==> src/rtl/state_dump_unit.sv <==
// state_dump_unit: streams a header, the register file, data memory and a trailer over a valid/ready port.
// Optional macro DUMP_CHECKSUM_EN: trailer carries the XOR of all RF/DM payloads instead of the record count.
module state_dump_unit #(
   parameter int DATA_W = 32,
   parameter int RF_N   = 16,
   parameter int DM_N   = 16,
   parameter int CYC_W  = 16
) (
   input  logic                    clk_i,
   input  logic                    rst_i,
   input  logic                    dump_req_i,
   input  logic                    trig_en_i,
   input  logic [CYC_W-1:0]        trig_cycle_i,
   output logic [$clog2(RF_N)-1:0] rf_addr_o,
   input  logic [DATA_W-1:0]       rf_data_i,
   output logic [$clog2(DM_N)-1:0] dm_addr_o,
   input  logic [DATA_W-1:0]       dm_data_i,
   output logic                    out_valid_o,
   input  logic                    out_ready_i,
   output logic [1:0]              out_tag_o,
   output logic [7:0]              out_idx_o,
   output logic [DATA_W-1:0]       out_data_o,
   output logic                    busy_o,
   output logic                    done_o,
   output logic [CYC_W-1:0]        cycle_o
);
   localparam int RF_AW = $clog2(RF_N);
   localparam int DM_AW = $clog2(DM_N);

   localparam logic [2:0] S_IDLE = 3'd0;
   localparam logic [2:0] S_RF   = 3'd1;
   localparam logic [2:0] S_DM   = 3'd2;
   localparam logic [2:0] S_TRL  = 3'd3;
   localparam logic [2:0] S_FIN  = 3'd4;

   localparam logic [1:0] TAG_HDR = 2'd0;
   localparam logic [1:0] TAG_RF  = 2'd1;
   localparam logic [1:0] TAG_DM  = 2'd2;
   localparam logic [1:0] TAG_TRL = 2'd3;

   localparam logic [7:0] RF_LAST = 8'(RF_N - 1);
   localparam logic [7:0] DM_LAST = 8'(DM_N - 1);

   logic [2:0]        st_p0;
   logic [7:0]        idx_p0;
   logic [CYC_W-1:0]  cyc_p0;
   logic              vld_p1;
   logic [1:0]        tag_p1;
   logic [7:0]        idx_p1;
   logic [DATA_W-1:0] data_p1;
   logic              done_p1;
   logic              start;
   logic              load;
   logic [DATA_W-1:0] trl_data;

   // st_p0/idx_p0 name the record to be loaded next; the output register holds the one on offer.
   assign start = (st_p0 == S_IDLE) &
                  (dump_req_i | (trig_en_i & (cyc_p0 == trig_cycle_i)));
   assign load  = ~vld_p1 | out_ready_i;

`ifdef DUMP_CHECKSUM_EN
   logic [DATA_W-1:0] csum_p1;

   always_ff @(posedge clk_i) begin
      if (rst_i || start) begin
         csum_p1 <= '0;
      end else if (load && (st_p0 == S_RF)) begin
         csum_p1 <= csum_p1 ^ rf_data_i;
      end else if (load && (st_p0 == S_DM)) begin
         csum_p1 <= csum_p1 ^ dm_data_i;
      end
   end

   assign trl_data = csum_p1;
`else
   assign trl_data = DATA_W'(RF_N + DM_N);
`endif

   always_ff @(posedge clk_i) begin
      if (rst_i) begin
         st_p0   <= S_IDLE;
         idx_p0  <= '0;
         cyc_p0  <= '0;
         vld_p1  <= 1'b0;
         tag_p1  <= '0;
         idx_p1  <= '0;
         data_p1 <= '0;
         done_p1 <= 1'b0;
      end else begin
         cyc_p0  <= cyc_p0 + CYC_W'(1);
         done_p1 <= 1'b0;
         case (st_p0)
            S_IDLE: begin
               if (start) begin
                  vld_p1  <= 1'b1;
                  tag_p1  <= TAG_HDR;
                  idx_p1  <= '0;
                  data_p1 <= DATA_W'(cyc_p0);
                  idx_p0  <= '0;
                  st_p0   <= S_RF;
               end
            end
            S_RF: begin
               if (load) begin
                  vld_p1  <= 1'b1;
                  tag_p1  <= TAG_RF;
                  idx_p1  <= idx_p0;
                  data_p1 <= rf_data_i;
                  if (idx_p0 == RF_LAST) begin
                     idx_p0 <= '0;
                     st_p0  <= S_DM;
                  end else begin
                     idx_p0 <= idx_p0 + 8'd1;
                  end
               end
            end
            S_DM: begin
               if (load) begin
                  vld_p1  <= 1'b1;
                  tag_p1  <= TAG_DM;
                  idx_p1  <= idx_p0;
                  data_p1 <= dm_data_i;
                  if (idx_p0 == DM_LAST) begin
                     idx_p0 <= '0;
                     st_p0  <= S_TRL;
                  end else begin
                     idx_p0 <= idx_p0 + 8'd1;
                  end
               end
            end
            S_TRL: begin
               if (load) begin
                  vld_p1  <= 1'b1;
                  tag_p1  <= TAG_TRL;
                  idx_p1  <= '0;
                  data_p1 <= trl_data;
                  st_p0   <= S_FIN;
               end
            end
            S_FIN: begin
               if (out_ready_i) begin
                  vld_p1  <= 1'b0;
                  done_p1 <= 1'b1;
                  st_p0   <= S_IDLE;
               end
            end
            default: st_p0 <= S_IDLE;
         endcase
      end
   end

   assign rf_addr_o   = (st_p0 == S_RF) ? idx_p0[RF_AW-1:0] : '0;
   assign dm_addr_o   = (st_p0 == S_DM) ? idx_p0[DM_AW-1:0] : '0;
   assign out_valid_o = vld_p1;
   assign out_tag_o   = tag_p1;
   assign out_idx_o   = idx_p1;
   assign out_data_o  = data_p1;
   assign busy_o      = (st_p0 != S_IDLE);
   assign done_o      = done_p1;
   assign cycle_o     = cyc_p0;

endmodule

==> config.mk <==
export PLATFORM = sky130hd
export DESIGN_NAME = state_dump_unit
export DESIGN_NICKNAME = d
export VERILOG_FILES = /design/src/rtl/state_dump_unit.sv
export SDC_FILE = /design/constraint.sdc
export NUM_CORES = 1
export LEC_CHECK = 0
export BUFFER_PORTS_ARGS = -buffer_cell sky130_fd_sc_hd__buf_2
export CORE_MARGIN = 8
export CORE_UTILIZATION = 30
export CTS_CLUSTER_SIZE = 16
export DETAILED_ROUTE_END_ITERATION = 12
export GPL_ROUTABILITY_DRIVEN = 0
export GPL_TIMING_DRIVEN = 0
export MAX_ROUTING_LAYER = met4
export PLACE_DENSITY = 0.66
export SYNTH_ARGS = -nofsm -noshare
export SYNTH_HDL_FRONTEND = slang
export SYNTH_SLANG_ARGS = --single-unit
==> constraint.sdc <==
create_clock -name clk_i -period 3.77 [get_ports clk_i]
set_clock_uncertainty 0.2 [all_clocks]
set_input_delay 0.377 -clock clk_i [delete_from_list [all_inputs] [get_ports clk_i]]
set_output_delay 0.377 -clock clk_i [all_outputs]
set_load 0.02 [all_outputs]
### Word level (Yosys, flattened, before mapping)

Cells that the tools add are included.

| storage, ports and cells | value |
|---|---|
| output and inout bits | 69 |
| input bits | 85 |
| word-level logic and storage cells | 77 |
| register bits | 71 |

| operators by class | value |
|---|---|
| reductions and logical operators | 14 |
| equal/unequal tests | 15 |
| bitwise gates (word level) | 6 |
| muxes and demuxes | 32 |
| add/subtract/negate cells | 2 |

Operators by type and width:

| operator | count |
|---|---|
| 32-bit two-way mux | 4 |
| 32-bit one-hot mux with 4 select lines | 1 |
| 8-bit two-way mux | 5 |
| 8-bit one-hot mux with 3 select lines | 1 |
| 3-bit two-way mux | 7 |
| 16-bit by 1-bit adder with 16-bit output, second input constant | 1 |
| 16-bit == test | 1 |
| 8-bit one-hot mux with 2 select lines | 1 |
| 3-bit one-hot mux with 5 select lines | 1 |
| 2-bit inequality test, second input constant | 7 |
| 3-bit nonzero test | 3 |
| 8-bit by 1-bit adder with 8-bit output, second input constant | 1 |
| 8-bit by 4-bit == test with 1-bit output, second input constant | 1 |
| 2-bit two-way mux | 4 |
| 4-bit two-way mux | 2 |
| 2-bit one-hot mux with 4 select lines | 1 |
| 4-bit AND reduction | 2 |
| 7-bit AND reduction | 1 |
| 3-bit by 2-bit == test with 1-bit output, second input constant | 2 |
| 5-bit AND reduction | 1 |
| 1-bit two-way mux | 4 |
| 2-bit by 1-bit inequality test with 1-bit output, second input constant | 2 |
| 4-bit nonzero test | 1 |
| 2-bit OR reduction | 2 |
| other kinds (10) | 13 |

### Depth between registers and ports, before layout

Gate-level depths: netlist of run 1.

| depth | value |
|---|---|
| word-level depth | 6 |
| mapped depth | 8 |
| mapped depth without buffers | 7 |

### Worst setup path after synthesis of run 1

Ideal clock, no wire load.

| timing | value |
|---|---|
| path type | flip-flop to flip-flop |
| from | reg cyc_p0[3], in the netlist cycle_o[3] |
| to | reg st_p0[0] |
| stages on the path, launching flop included | 8 |
| path slack | 1617 ps |
| arrival time | 1882 ps |
| data required time | 3500 ps |
| buffers on the path | 1 |
| setup time | 70 ps |
| clock period less this slack | 2153 ps |
| cell sequence | dfxtp_1 -> buf_6 -> xor2_1 -> nor4_1 -> nand3_1 -> a211o_1 -> or3_1 -> a21oi_1 |

| on the way | value |
|---|---|
| cells in the longest elaborated chain, start to end | 6 |

Ends and longest elaborated chain:

| element | line | source |
|---|---|---|
| from (decl) | 46 | `logic [CYC_W-1:0] cyc_p0;` |
| from (signal assigned) | 90 | `cyc_p0 <= cyc_p0 + CYC_W'(1);` |
| 16-bit == test | 58 | `(dump_req_i \| (trig_en_i & (cyc_p0 == trig_cycle_i)));` |
| 1-bit bitwise AND | 58 |  |
| 1-bit OR | 58 |  |
| 1-bit bitwise AND | 57 | `assign start = (st_p0 == S_IDLE) &` |
| 2-bit inequality test (no source line) | n/a |  |
| 7-bit AND reduction (no source line) | n/a |  |
| to (signal assigned) | 81 | `st_p0 <= S_IDLE;` |
| to (signal assigned) | 100 | `st_p0 <= S_RF;` |
| to (signal assigned) | 111 | `st_p0 <= S_DM;` |
| to (decl) | 44 | `logic [2:0] st_p0;` |

Every way passes these cells.
A chain may end at the register's enable or synchronous reset.

### Worst setup path after layout of run 1

| timing | value |
|---|---|
| from | reg st_p0[0] |
| to | out rf_addr_o[1] |

| on the way | value |
|---|---|
| cells in the longest elaborated chain, start to end | 2 |

Ends and longest elaborated chain:

| element | line | source |
|---|---|---|
| 3-bit by 1-bit == test with 1-bit output | 152 | `assign rf_addr_o = (st_p0 == S_RF) ? idx_p0[RF_AW-1:0] : '0;` |
| 4-bit two-way mux | 152 |  |
| to (decl) | 14 | `output logic [$clog2(RF_N)-1:0] rf_addr_o,` |

Every way passes these cells.

==> impl_metrics.py, run 1 <==
metrics = {
    "clocking": {
        "worstSkewPairLatency_ns": 0.33,
        "cts_resized": 0,
        "cts_tree": "yes",
        "clk_pin_slew_worst_paths_ns": 0.06,
        "cts_buffers": 9,
        "htreeDepth": 3,
        "cts_max_path_buffers": 2,
        "root_buffer": "clkbuf_16",
        "cts_num_sinks": 71,
        "post_cts.repair.setup_buffers": 0,
        "postCtsHoldBufs": 0,
    },
    "floorplan": {
        "dieArea_sq_mm": 0.0153,
        "chipWidth_microns": 124,
        "rows": 39,
        "die_h_microns": 124,
        "top_level_ports": 154,
        "start_util_pct": 30.7,
        "core_sq_mm": 0.0114,
    },
    "sta": {
        "fin_crit_ns": 2.94,
        "drv_slew": 0,
        "fmax_ghz": 0.341,
        "worstMarginPinSlew_ns": 0.646,
        "setup_violations": 0,
        "setup_ws_ns": 0.834,
        "grt_setup_unrepaired": "no",
        "min_period_over_period_pct": 77.9,
        "setup_tns_ns": 0,
        "hold_violations": 0,
        "relSlewSlack_pct": 56.9,
    },
    "route": {
        "dr.pass1.iters": 5,
        "ant_nets": 0,
        "vias_per_cell": 5.14,
        "wl_mm": 12.5,
        "drt-initial-drc-count": 183,
        "wire_per_inst_microns": 17.0,
        "num_vias": 3766,
        "drc": 0,
    },
    "synthesis": {
        "synthCells": 423,
        "synth-seq-cells": 71,
        "ys_types": 40,
        "yosysTopAreaCell": "dfxtp_1",
        "ys.flop_type": "dfxtp_1",
        "async_flop_share_pct": 0,
        "synth.top_cells.by_area": "dfxtp_1, nor2_1, a211oi_1",
        "syn-num-nets": 510,
        "yosys_warnings": 0,
        "synth_area_sq_mm": 0.00349,
        "synth.avg_cell_area_sq_um": 8.24,
        "synth_top_cell_area_share_pct": 40.8,
        "synth_edf_count": 0,
        "synth-seq-area-share_pct": 40.8,
    },
    "power": {
        "vdd_drop_max_v": 0.000439,
        "power_density_mw_per_mm2": 763,
        "power_leakage_nw": 2.18,
    },
    "global_route": {
        "grt_max_degree": 12,
        "grt-ovfl-total": 0,
        "grt_antenna_before_repair": 0,
        "grt_pass1_vias": 3921,
        "grt_first_pass_wirelength_mm": 19.5,
        "gr-usage-all-layers_pct": 16.8,
    },
    "setup_path": {
        "critical-path-top-delay-family": "buffers and inverters",
        "end_kind": "primary output",
        "cp_max_fo": 10,
        "crit_chain": "buf_2, nor2b_1, buf_2, clkbuf_1, and3_1, buf_2",
        "worstSetupPathType": "register to primary output",
        "startpoint_type": "register",
        "cp.arrival_ns": 2.36,
        "path_common_cell": "buf_2",
        "r2r_cells": 8,
        "crit_slowest_cell": "clkbuf_1",
        "rrSetupSlack_ns": 1.22,
        "reg2reg_to": "out_tag_o[0]$_SDFFE_PP0P_",
        "critPathBufInv": 4,
        "slowest_delay_ns": 0.53,
        "r2r-start": "cycle_o[12]$_SDFF_PP0_",
        "critPathRequiredTime_ns": 3.19,
    },
    "finish": {
        "area_growth_pct": 36.5,
        "fill_cells": 1157,
        "drive_above_1_share_pct": 31.0,
        "num_antenna_cells": 0,
        "final_nets": 673,
    },
    "placement": {
        "io_buffers": 152,
        "pre_cts_ws_ns": 1.19,
        "dp_hpwl_mm": 9.96,
    },
    "worst_hold_path": {
        "hold_end": "done_o$_SDFF_PP0_",
        "hp-class": "input pin to register",
        "hold_start": "out_ready_i",
        "holdPathStages": 3,
    },
    "flow_run": {
        "max_cap_viol_count": 0,
    },
    "outcome": {
        "status": "complete, no violations",
    },
}
per-layer routing:
metal | GRT usage, % | part of all wire (%) | vias to the layer above
li1 | - | - | 1845
met1 | 19.8 | 43 | 1762
met2 | 26.8 | 49 | 135
met3 | 4.40 | 5.9 | 24
met4 | 6.62 | 2.2 | 0
met5 | - | 0 | -
worst max path at each step:
stage	startpoint	to	cells past startpoint
finish	st_p0[0]$_SDFFE_PP0P_	rf_addr_o[1]	6
global route	st_p0[0]$_SDFFE_PP0P_	rf_addr_o[1]	6
CTS	st_p0[0]$_SDFFE_PP0P_	rf_addr_o[1]	6
detailed placement	st_p0[0]$_SDFFE_PP0P_	rf_addr_o[1]	6
global placement	cycle_o[12]$_SDFF_PP0_	out_tag_o[0]$_SDFFE_PP0P_	8
floorplan	cycle_o[3]$_SDFF_PP0_	st_p0[0]$_SDFFE_PP0P_	7
layout by cell type (no fill, tap or decap), types with 2 or more instances in the layout:
master,instances
mux2i_1,3
a21oi_1,34
nor3_1,5
ha_1,2
nand4_1,8
a211oi_1,32
xor2_1,24
a22oi_1,32
and3_1,14
nand2_1,8
dfxtp_1,71
nor2b_1,5
inv_1,6
clkbuf_16,9
nor4_1,3
bufinv_16,2
nand2b_1,14
clkbuf_8,3
or3_1,2
nor2_1,76
a41oi_1,2
a311oi_1,5
buf_2,163
xnor2_1,6
a31oi_1,3
clkbuf_1,23
o21ai_0,3
nand3_1,16
through the flow:
stage | utilization, % | power [mW] | cell area (sq um) | hold slack [ns] | std cells
final | 41.8 | 3.63 | 4760 | 0.130 | 733
after detailed placement | 38.9 | 2.70 | 4430 | 0.254 | 718
after global routing | 41.8 | 3.86 | 4760 | 0.137 | 733
after CTS | 41.8 | 3.65 | 4760 | 0.119 | 733
after floorplan | - | 2.15 | 3490 | 0.273 | 423
after global placement | 38.9 | 2.66 | 4430 | 0.256 | 718
layout make-up:
class	count	area (sq um)	area share, %
clock buffer	12	267	5.60
inverter	6	22.5	0.473
multi-input combinational	310	1890	39.6
sequential	71	1420	29.9
tap	143	179	3.76
timing repair buffer	152	761	16.0
buffer	36	156	3.29
clock inverter	3	65.1	1.37
cell usage after synthesis, drive strengths merged, types with 2 or more instances:
master	n
nand4	8
a21oi	34
dfxtp	71
xnor2	6
a22oi	32
xor2	24
a311oi	5
nand2	8
a41oi	2
buf	13
o21ai	5
nand3	16
or3	2
a211oi	32
and3	14
inv	6
a31oi	3
clkbuf	23
nand2b	14
nor4	4
nor2b	5
ha	2
mux2i	3
nor3	5
nor2	76
cell families (layout without fill, tap and decap cells):
group	after synthesis	count (layout)	share of synthesized area (%)
AO/OA/AOI/OAI	119	119	23.4
XOR/XNOR	30	30	7.54
adder cells (fa/ha/maj)	3	3	1.00
buffers and inverters	42	209	5.13
flip-flops	71	71	40.8
multiplexers	3	3	0.861
AND/OR/NAND/NOR	155	155	21.3
worst min-delay path, delay by kind of cell:
| family | cells | cell delay, ns |
|---|---|---|
| and+or+nand+nor | 2 | 0.12 |
| buffers and inverters | 1 | 0.12 |
flip-flops by register name (all words and copies together), names as in the netlist:
signal       cells
out_data_o      32
cycle_o         16
idx_p0           8
out_idx_o        8
st_p0            3
out_tag_o        2
done_o           1
out_valid_o      1
power by group:
part	switching, mW	internal [mW]
Combinational	1.08	0.553
Sequential	0.112	0.937
Clock	0.314	0.628
(Power assumes the default switching activity.)
==> run 2: changes to the inputs <==
==> constraint.sdc (replaced) <==
create_clock -name clk_i -period 2.8 [get_ports clk_i]
set_clock_uncertainty 0.2 [all_clocks]
set_input_delay 0.28 -clock clk_i [delete_from_list [all_inputs] [get_ports clk_i]]
set_output_delay 0.28 -clock clk_i [all_outputs]
set_load 0.02 [all_outputs]
==> run 2 against run 1 <==
Compared with the run above:
- wire length fell by 0.43%
- core utilization about the same
- highest routed layer unchanged
- clock power rose by 35%
- setup slack got worse by 0.58 ns
- sequential share of layout area hardly changed
- critical endpoint is now out_tag_o[0]$_SDFFE_PP0P_
- final cell count fell by 0.14%
- power rose by 34%
==> impl_metrics.py, run 2 (synthesized netlist as in run 1, its figures left out) <==
metrics = {
    "setup_path": {
        "crit_slowest_cell": "o21ai_2",
        "slowest_delay_ns": 0.41,
        "worstSetupPathType": "register to register",
        "cp.arrival_ns": 2.55,
        "end_kind": "register",
        "critPathRequiredTime_ns": 2.80,
        "crit_chain": "clkbuf_1, xor2_1, nor3_1, nand3_1, o21ai_2, buf_2, mux2i_1, nor2_1",
        "r2r_cells": 8,
        "reg2reg_to": "out_tag_o[0]$_SDFFE_PP0P_",
        "r2r-start": "cycle_o[12]$_SDFF_PP0_",
        "startpoint_type": "register",
        "cp_max_fo": 10,
        "rrSetupSlack_ns": 0.25,
    },
    "sta": {
        "whs_ns": 0.0322,
        "min_period_over_period_pct": 90.9,
        "setup_tns_ns": 0,
        "worstMarginPinSlew_ns": 0.598,
        "setup_ws_ns": 0.254,
        "grt_setup_unrepaired": "no",
        "fmax_ghz": 0.393,
        "drv_slew": 0,
        "fin_crit_ns": 2.55,
        "relSlewSlack_pct": 60.0,
        "setup_violations": 0,
        "hold_violations": 0,
    },
    "global_route": {
        "grtUsageMet1_pct": 19.9,
        "grt_max_degree": 20,
        "grtUsageMet3_pct": 4.08,
        "grt_antenna_before_repair": 1,
        "grt_pass1_vias": 3903,
        "grt_busiest_layer": "met2",
        "gr-usage-all-layers_pct": 16.7,
        "grt_first_pass_wirelength_mm": 19.5,
        "use_met2_pct": 26.6,
        "grt-ovfl-total": 0,
    },
    "floorplan": {
        "rows": 39,
        "start_util_pct": 30.7,
        "core_sq_mm": 0.0114,
        "dieArea_sq_mm": 0.0153,
        "chipWidth_microns": 124,
        "top_level_ports": 154,
        "die_h_microns": 124,
    },
    "placement": {
        "dp_hpwl_mm": 9.96,
        "place_area_sq_mm": 0.00443,
        "io_buffers": 152,
        "placedCellCount": 718,
        "pre_cts_ws_ns": 0.242,
    },
    "clocking": {
        "cts_num_sinks": 71,
        "htreeDepth": 3,
        "post_cts.repair.setup_buffers": 0,
        "cts_tree": "yes",
        "root_buffer": "clkbuf_16",
        "cts_buffers": 9,
        "worstSkewPairLatency_ns": 0.33,
        "cts_max_path_buffers": 2,
        "clk_pin_slew_worst_paths_ns": 0.06,
        "postCtsHoldBufs": 0,
    },
    "power": {
        "pwr-share-comb_pct": 45.0,
        "p_sw_mw": 2.02,
        "switching_share_pct": 41.5,
        "power_leakage_nw": 2.18,
        "total_power_mw": 4.87,
        "vdd_drop_max_v": 0.000592,
        "power_density_mw_per_mm2": 1020,
        "p_int_mw": 2.85,
        "pwr-share-clk_pct": 26.0,
        "seq_power_share_pct": 29.0,
    },
    "finish": {
        "largest_reg_flops": 32,
        "final_util_pct": 41.8,
        "mostFrequentLayoutCells": "buf_2, nor2_1, dfxtp_1",
        "num_antenna_cells": 0,
        "layout_commonest_cell": "buf_2",
        "design_area_sq_mm": 0.00475,
        "drive_above_1_share_pct": 31.2,
        "area_growth_pct": 36.4,
        "stdcell_count": 732,
        "final_nets": 672,
    },
    "route": {
        "drt-initial-drc-count": 162,
        "wire_per_inst_microns": 16.9,
        "num_vias": 3753,
        "dr.pass1.iters": 5,
        "vias_per_cell": 5.13,
        "drc": 0,
        "wl_mm": 12.4,
        "ant_nets": 0,
    },
    "worst_hold_path": {
        "holdPathStages": 3,
        "hp-class": "input pin to register",
        "hold_start": "out_ready_i",
        "hold_end": "done_o$_SDFF_PP0_",
    },
    "outcome": {
        "status": "complete, no violations",
    },
    "flow_run": {
        "max_cap_viol_count": 0,
    },
}
## run 2: cell count changes in the layout (fill, tap and decap cells not counted)
cell,previous run,this run
clkbuf_1,23,21
clkbuf_2,0,1
## run 2: how the worst max path moves through the flow
stage                     slack [ns]              startpoint                    endpoint  cells past startpoint
after floorplan                 0.65   cycle_o[3]$_SDFF_PP0_       st_p0[0]$_SDFFE_PP0P_                      7
after global placement          0.25  cycle_o[12]$_SDFF_PP0_   out_tag_o[0]$_SDFFE_PP0P_                      8
after detailed placement        0.24  cycle_o[12]$_SDFF_PP0_   out_tag_o[0]$_SDFFE_PP0P_                      8
after CTS                       0.14   st_p0[1]$_SDFFE_PP0P_                dm_addr_o[1]                      6
after global routing            0.07  cycle_o[12]$_SDFF_PP0_  out_data_o[5]$_SDFFE_PP0P_                      8
final                           0.25  cycle_o[12]$_SDFF_PP0_   out_tag_o[0]$_SDFFE_PP0P_                      8
## run 2: cell type report
class	count	area, sq um
plain buffers	35	154
clock buffers	12	267
clock inverters	3	65.1
fillers	1156	6620
inverters	6	22.5
multi-input cells	310	1890
flip-flops and latches	71	1420
well taps	143	179
repair buffers	152	761
## run 2: worst max-delay path, delay by kind of cell (launching register included)
kind / cells / cell delay [ns]
XOR/XNOR: 1 / 0.11
flip-flops: 1 / 0.33
buffers and inverters: 2 / 0.61
multiplexers: 1 / 0.23
AND/OR/NAND/NOR: 3 / 0.51
AO/OA/AOI/OAI: 1 / 0.41
## run 2: what timing repair did
action	CTS	global route
gates resized for setup	0	2
setup endpoints to repair	4	4
cloned	0	0
## run 2: metal layers
layer,vias up,wire [microns]
met3,22,660
li1,1845,-
met1,1754,5440
met5,-,0
met4,0,270
met2,132,6030
## run 2: power by group through the flow
stage                     registers, mW  logic, mW  clock network [mW]
after global placement             1.42       2.17                   0
final                              1.41       2.19                1.27
after detailed placement           1.43       2.21                   0
after CTS                          1.41       2.20                1.29
after global routing               1.45       2.42                1.33
after floorplan                    1.69       1.21                   0
==> run 3: changes to the inputs <==
--- a/config.mk
+++ b/config.mk
@@ -7,13 +7,15 @@
 export LEC_CHECK = 0
 export BUFFER_PORTS_ARGS = -buffer_cell sky130_fd_sc_hd__buf_2
 export CORE_MARGIN = 8
-export CORE_UTILIZATION = 30
+export CORE_UTILIZATION = 47
+export CTS_CLUSTER_DIAMETER = 30
 export CTS_CLUSTER_SIZE = 16
 export DETAILED_ROUTE_END_ITERATION = 12
 export GPL_ROUTABILITY_DRIVEN = 0
 export GPL_TIMING_DRIVEN = 0
+export HOLD_SLACK_MARGIN = 0.08
 export MAX_ROUTING_LAYER = met4
-export PLACE_DENSITY = 0.66
+export PLACE_DENSITY = 0.91
 export SYNTH_ARGS = -nofsm -noshare
 export SYNTH_HDL_FRONTEND = slang
 export SYNTH_SLANG_ARGS = --single-unit
==> run 3 against run 2 <==
Compared with the run above:
- sequential share of layout area increased by 1.0 points
- global-route usage increased by 6.2 points
- core utilization increased by 22 points
==> impl_metrics.py, run 3 (synthesized netlist as in run 1, its figures left out) <==
metrics = {
    "sta": {
        "setup_tns_ns": 0,
        "relSlewSlack_pct": 58.1,
        "worstMarginPinSlew_ns": 0.628,
        "grt_setup_unrepaired": "no",
        "hold_violations": 0,
        "drv_slew": 0,
        "setup_violations": 0,
        "fin_crit_ns": 2.55,
        "fmax_ghz": 0.392,
        "min_period_over_period_pct": 91.2,
    },
    "finish": {
        "layout_commonest_cell": "buf_2",
        "fill_cells": 674,
        "final_nets": 673,
        "largest_reg_flops": 32,
        "mostFrequentLayoutCells": "buf_2, nor2_1, dfxtp_1",
        "num_antenna_cells": 0,
        "drive_above_1_share_pct": 31.3,
        "design_area_sq_mm": 0.00460,
        "area_growth_pct": 31.9,
    },
    "setup_path": {
        "crit_chain": "clkbuf_1, xor2_1, nor3_1, nand3_1, o21ai_4, clkbuf_1, a211oi_1",
        "end_kind": "register",
        "path_common_cell": "clkbuf_1",
        "cp_num_cells": 7,
        "slowest_delay_ns": 0.39,
        "startpoint_type": "register",
        "cp_max_fo": 10,
        "crit_slowest_cell": "clkbuf_1",
        "worstSetupPathType": "register to register",
        "cp.arrival_ns": 2.56,
        "r2r_cells": 7,
        "critical-path-top-delay-family": "buffers and inverters",
        "critPathBufInv": 2,
        "critPathRequiredTime_ns": 2.81,
    },
    "route": {
        "top_layer": "met4",
        "wire_per_inst_microns": 17.0,
        "wl_met3_microns": 916,
        "vias_per_cell": 5.62,
        "wl_mm": 11.7,
        "drt-initial-drc-count": 240,
        "drc": 0,
        "met2_length_mm": 5.71,
        "ant_nets": 0,
        "dr.pass1.iters": 5,
        "num_vias": 3877,
        "drt-met1-wl_mm": 4.69,
    },
    "clocking": {
        "cts_buffers": 9,
        "cts_max_path_buffers": 2,
        "post_cts.repair.setup_buffers": 0,
        "htreeDepth": 3,
        "root_buffer": "clkbuf_8",
        "cts_tree": "yes",
        "clk_pin_slew_worst_paths_ns": 0.08,
        "worstSkewPairLatency_ns": 0.35,
        "cts_num_sinks": 71,
    },
    "placement": {
        "place_area_sq_mm": 0.00437,
        "io_buffers": 152,
        "dp_hpwl_mm": 9.01,
    },
    "outcome": {
        "status": "complete, no violations",
    },
    "floorplan": {
        "top_level_ports": 154,
        "start_util_pct": 48.3,
        "rows": 31,
        "chipWidth_microns": 102,
        "dieArea_sq_mm": 0.0104,
        "die_h_microns": 102,
        "core_sq_mm": 0.00721,
    },
    "global_route": {
        "grt_first_pass_wirelength_mm": 18.5,
        "grt-ovfl-total": 0,
        "grt_antenna_before_repair": 0,
        "grt_max_degree": 13,
        "grt_pass1_vias": 3971,
        "gr-usage-all-layers_pct": 22.9,
    },
    "power": {
        "power_density_mw_per_mm2": 977,
        "vdd_drop_max_v": 0.000600,
        "power_leakage_nw": 2.13,
        "total_power_mw": 4.49,
    },
    "worst_hold_path": {
        "holdPathStages": 3,
        "hp-class": "input pin to register",
    },
    "flow_run": {
        "max_cap_viol_count": 0,
    },
}
## run 3: worst min-delay path, cell delays in order
cell	delay (ns)
buf_2	0.09
a22oi_1	0.14
a211oi_1	0.09
## run 3: where the power goes
group	total [mW]	switching, mW	internal (mW)
sequential	1.41	0.152	1.26
combinational	2.18	1.43	0.751
clock	0.902	0.403	0.499
## run 3: area by class of cell
cell class	count	area [sq um]	area share (%)
Sequential cell	71	1420	30.9
Inverter	6	22.5	0.490
Buffer	35	155	3.37
Multi-Input combinational cell	310	1890	41.2
Timing Repair Buffer	153	771	16.8
Clock buffer	10	128	2.77
Clock inverter	6	85.1	1.85
Tap cell	99	124	2.69
## run 3: through the flow
step / hold WS [ns] / util (%) / setup WS, ns / std cells
6_report: 0.104 / 63.8 / 0.247 / 690
3_5_place_dp: 0.261 / 60.6 / 0.174 / 674
4_1_cts: 0.0975 / 63.7 / 0.125 / 691
2_1_floorplan: 0.217 / - / 0.647 / 423
5_1_grt: 0.112 / 63.8 / 0.0563 / 690
3_3_place_gp: 0.256 / 60.6 / 0.251 / 674
## run 3: path summary, 6_finish.rpt
kind / from / endpoint / slack [ns]
worst min-delay path: rf_data_i[16] / out_data_o[16]$_SDFFE_PP0P_ / 0.10
worst min register to register: out_idx_o[3]$_SDFFE_PP0P_ / out_idx_o[3]$_SDFFE_PP0P_ / 0.27
worst max register to register: cycle_o[12]$_SDFF_PP0_ / out_data_o[17]$_SDFFE_PP0P_ / 0.25
worst max-delay path: cycle_o[12]$_SDFF_PP0_ / out_data_o[17]$_SDFFE_PP0P_ / 0.25
## run 3: repair_timing
action,CTS,global route
resized for setup,0,5
hold buffers,1,0
setup endpoints to repair,0,20
hold endpoints to repair,1,0
## run 3: per-layer routing
metal,vias up,GRT usage (%)
met5,-,-
met4,0,11.2
met3,40,3.68
met2,202,38.1
met1,1794,26.3
li1,1841,-
